$ cat src/rtl/ub_read_sequencer_pkg.sv
// Shared types and constants for the unified-buffer read path.
package ub_read_sequencer_pkg;

  localparam int UB_MATRIX_WIDTH = 14;
  localparam int UB_TILE_DEPTH   = 4096;
  localparam int UB_READ_LATENCY = 3;

  typedef logic [7:0]                           byte_type;
  typedef logic [$clog2(UB_TILE_DEPTH)-1:0]     buffer_addr_type;

  typedef enum logic [1:0] {SEQ_IDLE, SEQ_ISSUE, SEQ_DRAIN} seq_state_type;

  // Reduce a row index into the buffer's address range.
  function automatic buffer_addr_type addr_wrap(input logic [31:0] a, input int depth);
    return buffer_addr_type'(a % depth);
  endfunction

endpackage

$ cat src/rtl/ub_read_sequencer_skew.sv
// Triangular delay lines: lane i reaches the output i cycles after lane 0.
// Every lane is registered once on entry; data is zeroed on entry when the
// row is not valid, so an invalid lane always reads back as 0.
module systolic_skew
  import ub_read_sequencer_pkg::*;
#(
  parameter int MATRIX_WIDTH = UB_MATRIX_WIDTH
) (
  input  logic                          clk,
  input  logic                          rst,
  input  logic                          enable,
  input  byte_type [MATRIX_WIDTH-1:0]   in_data,
  input  logic                          in_valid,
  input  logic                          in_last,
  output byte_type [MATRIX_WIDTH-1:0]   out_data,
  output logic [MATRIX_WIDTH-1:0]       out_valid,
  output logic                          out_last
);

  for (genvar i = 0; i < MATRIX_WIDTH; i++) begin : g_lane
    logic     [i:0] v_pipe;
    byte_type [i:0] d_pipe;

    // Lane i: entry register plus i further stages, advancing with enable.
    always_ff @(posedge clk) begin
      if (!rst) begin
        v_pipe <= '0;
        d_pipe <= '0;
      end else if (enable) begin
        v_pipe[0] <= in_valid;
        d_pipe[0] <= in_valid ? in_data[i] : '0;
        for (int s = 1; s <= i; s++) begin
          v_pipe[s] <= v_pipe[s-1];
          d_pipe[s] <= d_pipe[s-1];
        end
      end
    end

    assign out_valid[i] = v_pipe[i];
    assign out_data[i]  = d_pipe[i];
  end

  logic [MATRIX_WIDTH-1:0] l_pipe;

  // Last-row flag rides alongside the deepest lane.
  always_ff @(posedge clk) begin
    if (!rst) begin
      l_pipe <= '0;
    end else if (enable) begin
      l_pipe[0] <= in_valid && in_last;
      for (int s = 1; s < MATRIX_WIDTH; s++) l_pipe[s] <= l_pipe[s-1];
    end
  end

  assign out_last = l_pipe[MATRIX_WIDTH-1];

endmodule

$ cat src/rtl/ub_read_sequencer.sv
// Unified-buffer port-0 read sequencer: issues one row read per enabled
// cycle, tracks the buffer's read latency and skews rows for the MMU.
module ub_read_sequencer
  import ub_read_sequencer_pkg::*;
#(
  parameter int MATRIX_WIDTH = UB_MATRIX_WIDTH,
  parameter int TILE_WIDTH   = UB_TILE_DEPTH,
  parameter int LEN_WIDTH    = 16
) (
  input  logic                          clk,
  input  logic                          rst,
  input  logic                          enable,
  input  logic                          cmd_valid,
  output logic                          cmd_ready,
  input  buffer_addr_type               cmd_addr,
  input  logic [LEN_WIDTH-1:0]          cmd_length,
  output buffer_addr_type               ub_addr0,
  output logic                          ub_en0,
  input  byte_type [MATRIX_WIDTH-1:0]   ub_read_port0,
  output byte_type [MATRIX_WIDTH-1:0]   out_data,
  output logic [MATRIX_WIDTH-1:0]       out_valid,
  output logic                          out_last,
  output logic                          busy
);

  // Drain long enough for the last row to leave the deepest skew lane.
  localparam int DRAIN_CYC = UB_READ_LATENCY + MATRIX_WIDTH;
  localparam int DCW       = $clog2(DRAIN_CYC + 1);

  seq_state_type                state, state_nxt;
  buffer_addr_type              cur_addr;
  logic [LEN_WIDTH-1:0]         remaining;
  logic [DCW-1:0]               drain_cnt;
  logic                         zero_len;
  logic                         accept;
  logic                         issue;
  logic                         issue_last;
  logic [UB_READ_LATENCY-1:0]   vld_pipe;
  logic [UB_READ_LATENCY-1:0]   last_pipe;

  // Next state and handshake/read-enable outputs.
  always_comb begin
    state_nxt = state;
    cmd_ready = 1'b0;
    ub_en0    = 1'b0;
    busy      = (state != SEQ_IDLE);
    case (state)
      SEQ_IDLE: begin
        // Acceptance ignores enable so a command can land during a stall.
        cmd_ready = 1'b1;
        if (cmd_valid) state_nxt = (cmd_length == '0) ? SEQ_DRAIN : SEQ_ISSUE;
      end
      SEQ_ISSUE: begin
        // Reads only on enabled cycles keep the RAM output stable in a stall.
        ub_en0 = enable;
        if (enable && remaining == LEN_WIDTH'(1)) state_nxt = SEQ_DRAIN;
      end
      SEQ_DRAIN: begin
        if (enable && (zero_len || drain_cnt == DCW'(DRAIN_CYC - 1))) state_nxt = SEQ_IDLE;
      end
      default: state_nxt = SEQ_IDLE;
    endcase
  end

  assign accept     = cmd_valid && cmd_ready;
  assign issue      = ub_en0;
  assign issue_last = issue && (remaining == LEN_WIDTH'(1));
  assign ub_addr0   = cur_addr;

  // State register, address/length counters and drain counter.
  always_ff @(posedge clk) begin
    if (!rst) begin
      state     <= SEQ_IDLE;
      cur_addr  <= '0;
      remaining <= '0;
      drain_cnt <= '0;
      zero_len  <= 1'b0;
    end else begin
      state <= state_nxt;
      if (accept) begin
        cur_addr  <= addr_wrap(32'(cmd_addr), TILE_WIDTH);
        remaining <= cmd_length;
        zero_len  <= (cmd_length == '0);
        drain_cnt <= '0;
      end else if (enable) begin
        if (issue) begin
          cur_addr  <= addr_wrap(32'(cur_addr) + 32'd1, TILE_WIDTH);
          remaining <= remaining - LEN_WIDTH'(1);
        end
        drain_cnt <= (state == SEQ_DRAIN) ? drain_cnt + DCW'(1) : '0;
      end
    end
  end

  // Valid/last shadow of the buffer's read latency.
  always_ff @(posedge clk) begin
    if (!rst) begin
      vld_pipe  <= '0;
      last_pipe <= '0;
    end else if (enable) begin
      vld_pipe  <= {vld_pipe[UB_READ_LATENCY-2:0], issue};
      last_pipe <= {last_pipe[UB_READ_LATENCY-2:0], issue_last};
    end
  end

  systolic_skew #(.MATRIX_WIDTH(MATRIX_WIDTH)) u_skew (
    .clk       (clk),
    .rst       (rst),
    .enable    (enable),
    .in_data   (ub_read_port0),
    .in_valid  (vld_pipe[UB_READ_LATENCY-1]),
    .in_last   (last_pipe[UB_READ_LATENCY-1]),
    .out_data  (out_data),
    .out_valid (out_valid),
    .out_last  (out_last)
  );

endmodule

$ cat config.mk
export PLATFORM = sky130hd
export DESIGN_NAME = ub_read_sequencer
export DESIGN_NICKNAME = d
export VERILOG_FILES = /design/src/rtl/ub_read_sequencer_pkg.sv /design/src/rtl/ub_read_sequencer_skew.sv /design/src/rtl/ub_read_sequencer.sv
export SDC_FILE = /design/constraint.sdc
export NUM_CORES = 2
export LEC_CHECK = 0
export ABC_CLOCK_PERIOD_IN_PS = 1800
export BUFFER_PORTS_ARGS = -buffer_cell sky130_fd_sc_hd__buf_2
export CAP_MARGIN = 10
export CORE_ASPECT_RATIO = 1.75
export CORE_MARGIN = 4
export CORE_UTILIZATION = 40
export DETAILED_ROUTE_END_ITERATION = 10
export PLACE_DENSITY_LB_ADDON = 0.08
export SETUP_SLACK_MARGIN = 0.15
export SYNTH_ARGS = -nofsm -noshare
export SYNTH_HDL_FRONTEND = slang
export SYNTH_SLANG_ARGS = --single-unit
$ cat constraint.sdc
create_clock -name clk -period 1.8 [get_ports clk]
set_input_delay 0.18 -clock clk [delete_from_list [all_inputs] [get_ports clk]]
set_output_delay 0.18 -clock clk [all_outputs]
set_load 0.1 [all_outputs]
; Word-level counts from Yosys, hierarchy flattened
; Index checks and enable logic that the tools add are counted.
[totals]
reg_bits = 1001
inputBits = 144
output_inout_bits = 142
[op_classes]
addsub = 3
eq_ne = 7
mux = 28
bitwise_logic = 1
reduce_logical = 14
[ops]
columns = cell, n
row1 = 8-bit 2-to-1 mux, 14
row2 = 16-bit 2-to-1 mux, 3
row3 = 12-bit 2-to-1 mux, 3
row4 = 16-bit by 1-bit equality test with 1-bit output (second input constant), 1
row5 = 16-bit zero test, 1
row6 = 16-bit by 1-bit subtractor with 16-bit output (second input constant), 1
row7 = 12-bit by 1-bit adder with 12-bit output (second input constant), 1
row8 = 2-bit 2-to-1 mux, 4
row9 = 2-bit inequality test (second input constant), 3
row10 = 2-bit case mux with 3 select lines, 1
row11 = 2-bit nonzero test, 3
row12 = 5-bit by 1-bit adder with 5-bit output (second input constant), 1
row13 = 5-bit equality test (second input constant), 1
row14 = 1-bit logical AND, 5
row15 = 5-bit 2-to-1 mux, 1
row16 = 3-bit AND reduction, 1
row17 = 2-bit by 1-bit equality test with 1-bit output (second input constant), 1
row18 = 2-bit equality test (second input constant), 1
row19 = 2-bit zero test, 1
row20 = 1-bit 2-to-1 mux, 2
row21 = 2-bit AND reduction, 1
row22 = 2-bit OR reduction, 1
row23 = 1-bit logical OR, 1
row24 = 1-bit inverter, 1

; Longest topological paths before layout
[logic_depth]
word_depth = 5
depth_mapped = 8

; By module
; Synthesis repeated with hierarchy kept, for this count alone.
[hier_totals]
hier_cells = 3321
hier_area_um2 = 35980.8
[by_module_without_submodules]
columns = module, instances, cells_per_inst, area_each_um2
row1 = systolic_skew, 1, 3041, 33668.5
row2 = ub_read_sequencer, 1, 280, 2312.2

; Worst setup path before layout
; No wires, ideal clock.
[synth_path]
path_kind = reg-to-reg
startpoint = register state[1]
endpoint = register remaining[14]
arrival_ns = 2.167
required_ns = 1.720
slack_ns = -0.447
stages_incl_launch_ff = 7
n_path_buf = 2
period_less_slack_ns = 2.247
path_cell_list = dfxtp_1 > nand3b_1 > buf_2 > inv_1 > buf_1 > nand3_1 > o211ai_1
[synth_between]
word_cells_on_any_way = 9
classes_between = eq/ne (1) / mux (3) / reduce/logical (5)
[synth_rtl]
columns = element, line
row1 = start: declaration, ub_read_sequencer.sv:30  ; seq_state_type state, state_nxt;
row2 = start signal: assignment, ub_read_sequencer.sv:79  ; state <= state_nxt;
row3 = 2-bit by 1-bit equality test with 1-bit output, ub_read_sequencer.sv:47  ; case (state)
row4 = 1-bit 2-to-1 mux, ub_read_sequencer.sv:47
row5 = named net ub_en0, ub_read_sequencer.sv:18  ; output logic ub_en0,
row6 = 2-bit nonzero test (no source line), n/a
row7 = 2-bit AND reduction (no source line), n/a
row8 = end signal: assignment, ub_read_sequencer.sv:82  ; remaining <= cmd_length;
row9 = end signal: assignment, ub_read_sequencer.sv:88  ; remaining <= remaining - LEN_WIDTH'(1);
row10 = end: declaration, ub_read_sequencer.sv:32  ; logic [LEN_WIDTH-1:0] remaining;
; The timed path passes the listed nets, and every way through them passes these cells.
; A chain may end at the register's enable or synchronous reset.

; Worst setup path after layout
[layout_path]
startpoint = register state[1]
endpoint = output cmd_ready
[layout_between]
elab_chain_len = 2
[layout_lines]
columns = element, line
row1 = 2-bit zero test, ub_read_sequencer.sv:47
row2 = 1-bit 2-to-1 mux, ub_read_sequencer.sv:47
row3 = end: declaration, ub_read_sequencer.sv:14  ; output logic cmd_ready,
; Every way passes these cells.

==> results.json <==
{
  "status": "finished clean",
  "fill_cells": 7562,
  "peakVddDrop_uv": 978,
  "postLayoutCellArea_um2": 40000,
  "wl_per_cell_um": 14.9,
  "die_h_um": 388,
  "slowest_stage": "dfxtp_2",
  "met3_usage_pct": 3.98,
  "min_path_type": "in -> reg",
  "cts_tree": "done",
  "cp_data_required_time_ns": 1.62,
  "synthToLayoutAreaGrowth_pct": 21.4,
  "worstPathArrival_ns": 1.58,
  "timing.fmax_ghz": 0.567,
  "rsz0062_at_grt": "yes",
  "start_util_pct": 40.3,
  "critPathKind": "reg -> out",
  "power.leakage_nw": 17.5,
  "cts.root.buffer_cell": "clkbuf_16",
  "dpl.hpwl_um": 43200,
  "critPathMostFrequentCell": "clkinvlp_4",
  "final_util_pct": 48.9,
  "grtUsageMet2_pct": 26.3,
  "synth_area_leader_cell": "dfxtp_1",
  "critPathMaxFanout": 3,
  "drtIter0Drc": 1197,
  "cts_buffers": 85,
  "drc_errors": 0,
  "grt_start_max_net_pins": 90,
  "core_area_um2": 81900,
  "path_cells": "buf_6 -> clkinvlp_4 -> nand2_8 -> clkinvlp_4 -> buf_12",
  "die_area_um2": 87300,
  "fin_nets": 3622,
  "finalCritPeriodShare_pct": 98.0,
  "grt_remaining_overflow": 0,
  "synthCells": 3199,
  "stdcell_count": 4605,
  "grt_use_met1_pct": 18.5,
  "synth_cell_types": 55,
  "clk_pin_slew_ns": 0.06,
  "seq_area_frac_synth_pct": 55.2,
  "avgSynthCellArea_um2": 10.3,
  "synth_top_area_share_pct": 55.2,
  "place_congestion": 0.789,
  "ios": 286,
  "synthesis.nets": 3348,
  "power_density_nw_per_um2": 1030,
  "htreeDepth": 3,
  "clockBufferDepth": 3,
  "die_w_um": 225,
  "async_flop_share_pct": 0,
  "drive_above_1_share_pct": 16.0,
  "min_period_ns": 1.76,
  "slowest_delay_ns": 0.35,
  "worst_setup_path_start_kind": "register",
  "top_usage_layer": "met2",
  "synthFlopType": "dfxtp_1",
  "slew_viol_final": 0,
  "place_area_um2": 35000,
  "antenna_found_initial": 9,
  "numPortBuffers": 285,
  "setup_ws_ns": 0.0362,
  "syn_area_um2": 33000,
  "postRouteAntennaNets": 0,
  "critPathCaptureType": "primary output",
  "num_vias": 22300,
  "yosysWarnings": 0,
  "skew_ns": 0.0213,
  "num_rows": 139,
  "grt_pass1_wl_um": 113000,
  "wl_um": 68800,
  "synth_area_leaders": "dfxtp_1 55%, mux2i_1 23%, nor2_1 10%",
  "pre_cts_slack_ns": -0.00417,
  "slew_headroom_pct": 61.0,
  "setup_viol": 0,
  "hold_viol": 0,
  "maxCapViolations": 0,
  "grt.total_usage_pct": 15.4,
  "max_slew.worst_pin.slew_ns": 0.585,
  "cts_sinks": 910,
  "grt_pass1_vias": 22200,
  "synth_edf_count": 0,
  "dp_cells": 4284,
  "vias_per_cell": 4.83,
  "clkLatencyLatePin_ns": 0.65,
  "drtPass1Iterations": 5,
  "ys_ff_latch": 910
}
-- layout make-up --
type	count	area [um2]	share of cell area [%]
clock inverters	36	425	1.06
well taps	1057	1320	3.30
inverters	12	65.1	0.163
multi-input cells	1948	13100	32.8
flip-flops and latches	910	18300	45.6
diodes	6	15.0	0.0375
repair buffers	516	4330	10.8
clock buffers	120	2480	6.19
-- metal layers --
metal  vias up  wire (um)
met3       129       3690
met1     10500      29200
met2       409      33700
met5         -         38
li1      11300          -
met4         6       2170
-- synthesized netlist by cell type, types with 2 or more instances --
cell type and instances:
xor2_1 6, or3_4 2, nand3b_1 2, buf_6 2, xnor2_1 4, buf_1 14, ha_1 5, nor2b_1 2
and2_1 3, nand2b_1 2, a211oi_1 4, nor4_1 12, a22oi_1 116, a31oi_1 8, o21ai_0 16, a31o_2 2
a32oi_1 2, nor4bb_1 2, nand2_1 16, a221oi_1 2, inv_1 10, a21oi_1 22, o211ai_1 5, a311oi_1 2
nor3b_1 2, nand3_1 10, nor2_1 896, o21a_1 3, buf_4 105, or4_1 2, nor3_1 9, or3_1 4
clkbuf_1 143, dfxtp_1 910, o311ai_0 2, and3_1 2, mux2i_1 759, nand4_1 9, buf_2 65, and4_1 2
-- state kept, by name, indices dropped and copies added, names as in the netlist --
name / flops
u_skew.g_lane.v_pipe: 14
zero_len: 1
u_skew.l_pipe: 14
drain_cnt: 5
remaining: 16
u_skew.out_data: 104
u_skew.g_lane.d_pipe: 736
state: 2
ub_addr0: 12
last_pipe: 3
vld_pipe: 3
-- timing repair --
item,CTS,global route
endpoints found under the hold margin,151,0
pin swaps,4,13
endpoints found under the setup margin,152,20
hold buffers,144,0
buffers inserted,7,8
resized for setup,163,23
-- cell usage in the layout, fill, tap and decap left out, types with 6 or more instances in the layout --
cell type / Yosys / routed
buf_2: 65 / 144
nand3_1: 10 / 10
nor2_1: 896 / 896
clkbuf_8: 0 / 22
clkbuf_16: 0 / 85
bufinv_16: 0 / 7
a21oi_1: 22 / 22
dfxtp_1: 910 / 893
nor3_1: 9 / 6
dfxtp_2: 0 / 8
buf_4: 105 / 185
buf_12: 0 / 34
mux2i_1: 759 / 759
dlygate4sd3_1: 0 / 144
nor4_1: 12 / 8
dfxtp_4: 0 / 9
buf_6: 2 / 6
a22oi_1: 116 / 116
diode_2: 0 / 6
o21ai_0: 16 / 15
clkbuf_1: 143 / 13
a31oi_1: 8 / 8
nand2_1: 16 / 15
xor2_1: 6 / 6
nand4_1: 9 / 9
clkinv_2: 0 / 20
-- report_power, final --
| group | total [mW] | internal [mW] | switching, mW | leakage (nW) |
|---|---|---|---|---|
| clock network | 18.4 | 10.7 | 7.74 | 1.45 |
| logic | 2.56 | 1.11 | 1.45 | 8.68 |
| registers | 20.3 | 20.2 | 0.0895 | 7.34 |
| total | 41.3 | 32.0 | 9.28 | 17.5 |
-- metrics by stage --
stage          TNS [ns]  hold WS (ns)  total power [mW]
3_3_place_gp          0         0.411              22.9
6_report              0        0.0802              41.3
2_1_floorplan         0         0.320              22.2
3_5_place_dp   -0.00417         0.419              22.9
5_1_grt         -0.0653        0.0672              43.0
4_1_cts          -0.101        0.0209              42.0
-- path summary, 6_finish.rpt --
check | from | end | slack (ns) | cells past startpoint
max | state[1] | cmd_ready | 0.04 | 5
min | enable | u_skew.out_data[58] | 0.08 | 4
max reg2reg | remaining[1] | remaining[14] | 0.09 | 7
min reg2reg | u_skew.l_pipe[0] | u_skew.l_pipe[0] | 0.48 | 2
-- worst max-delay path: cells and delay by family (launching register included) --
kind	cells	cell delay, ns
AND/OR/NAND/NOR	1	0.10
buffers and inverters	4	0.49
flip-flops	1	0.35
-- logic make-up after synthesis --
kind of cell / Yosys count / synth area share [%]
AND/OR/NAND/NOR: 983 / 11.8
XOR/XNOR: 10 / 0.266
flip-flops: 910 / 55.2
buffers and inverters: 341 / 5.37
AO/OA/AOI/OAI: 191 / 4.09
adder cells (fa/ha/maj): 5 / 0.190
multiplexers: 759 / 23.0
(Power assumes the default switching activity.)
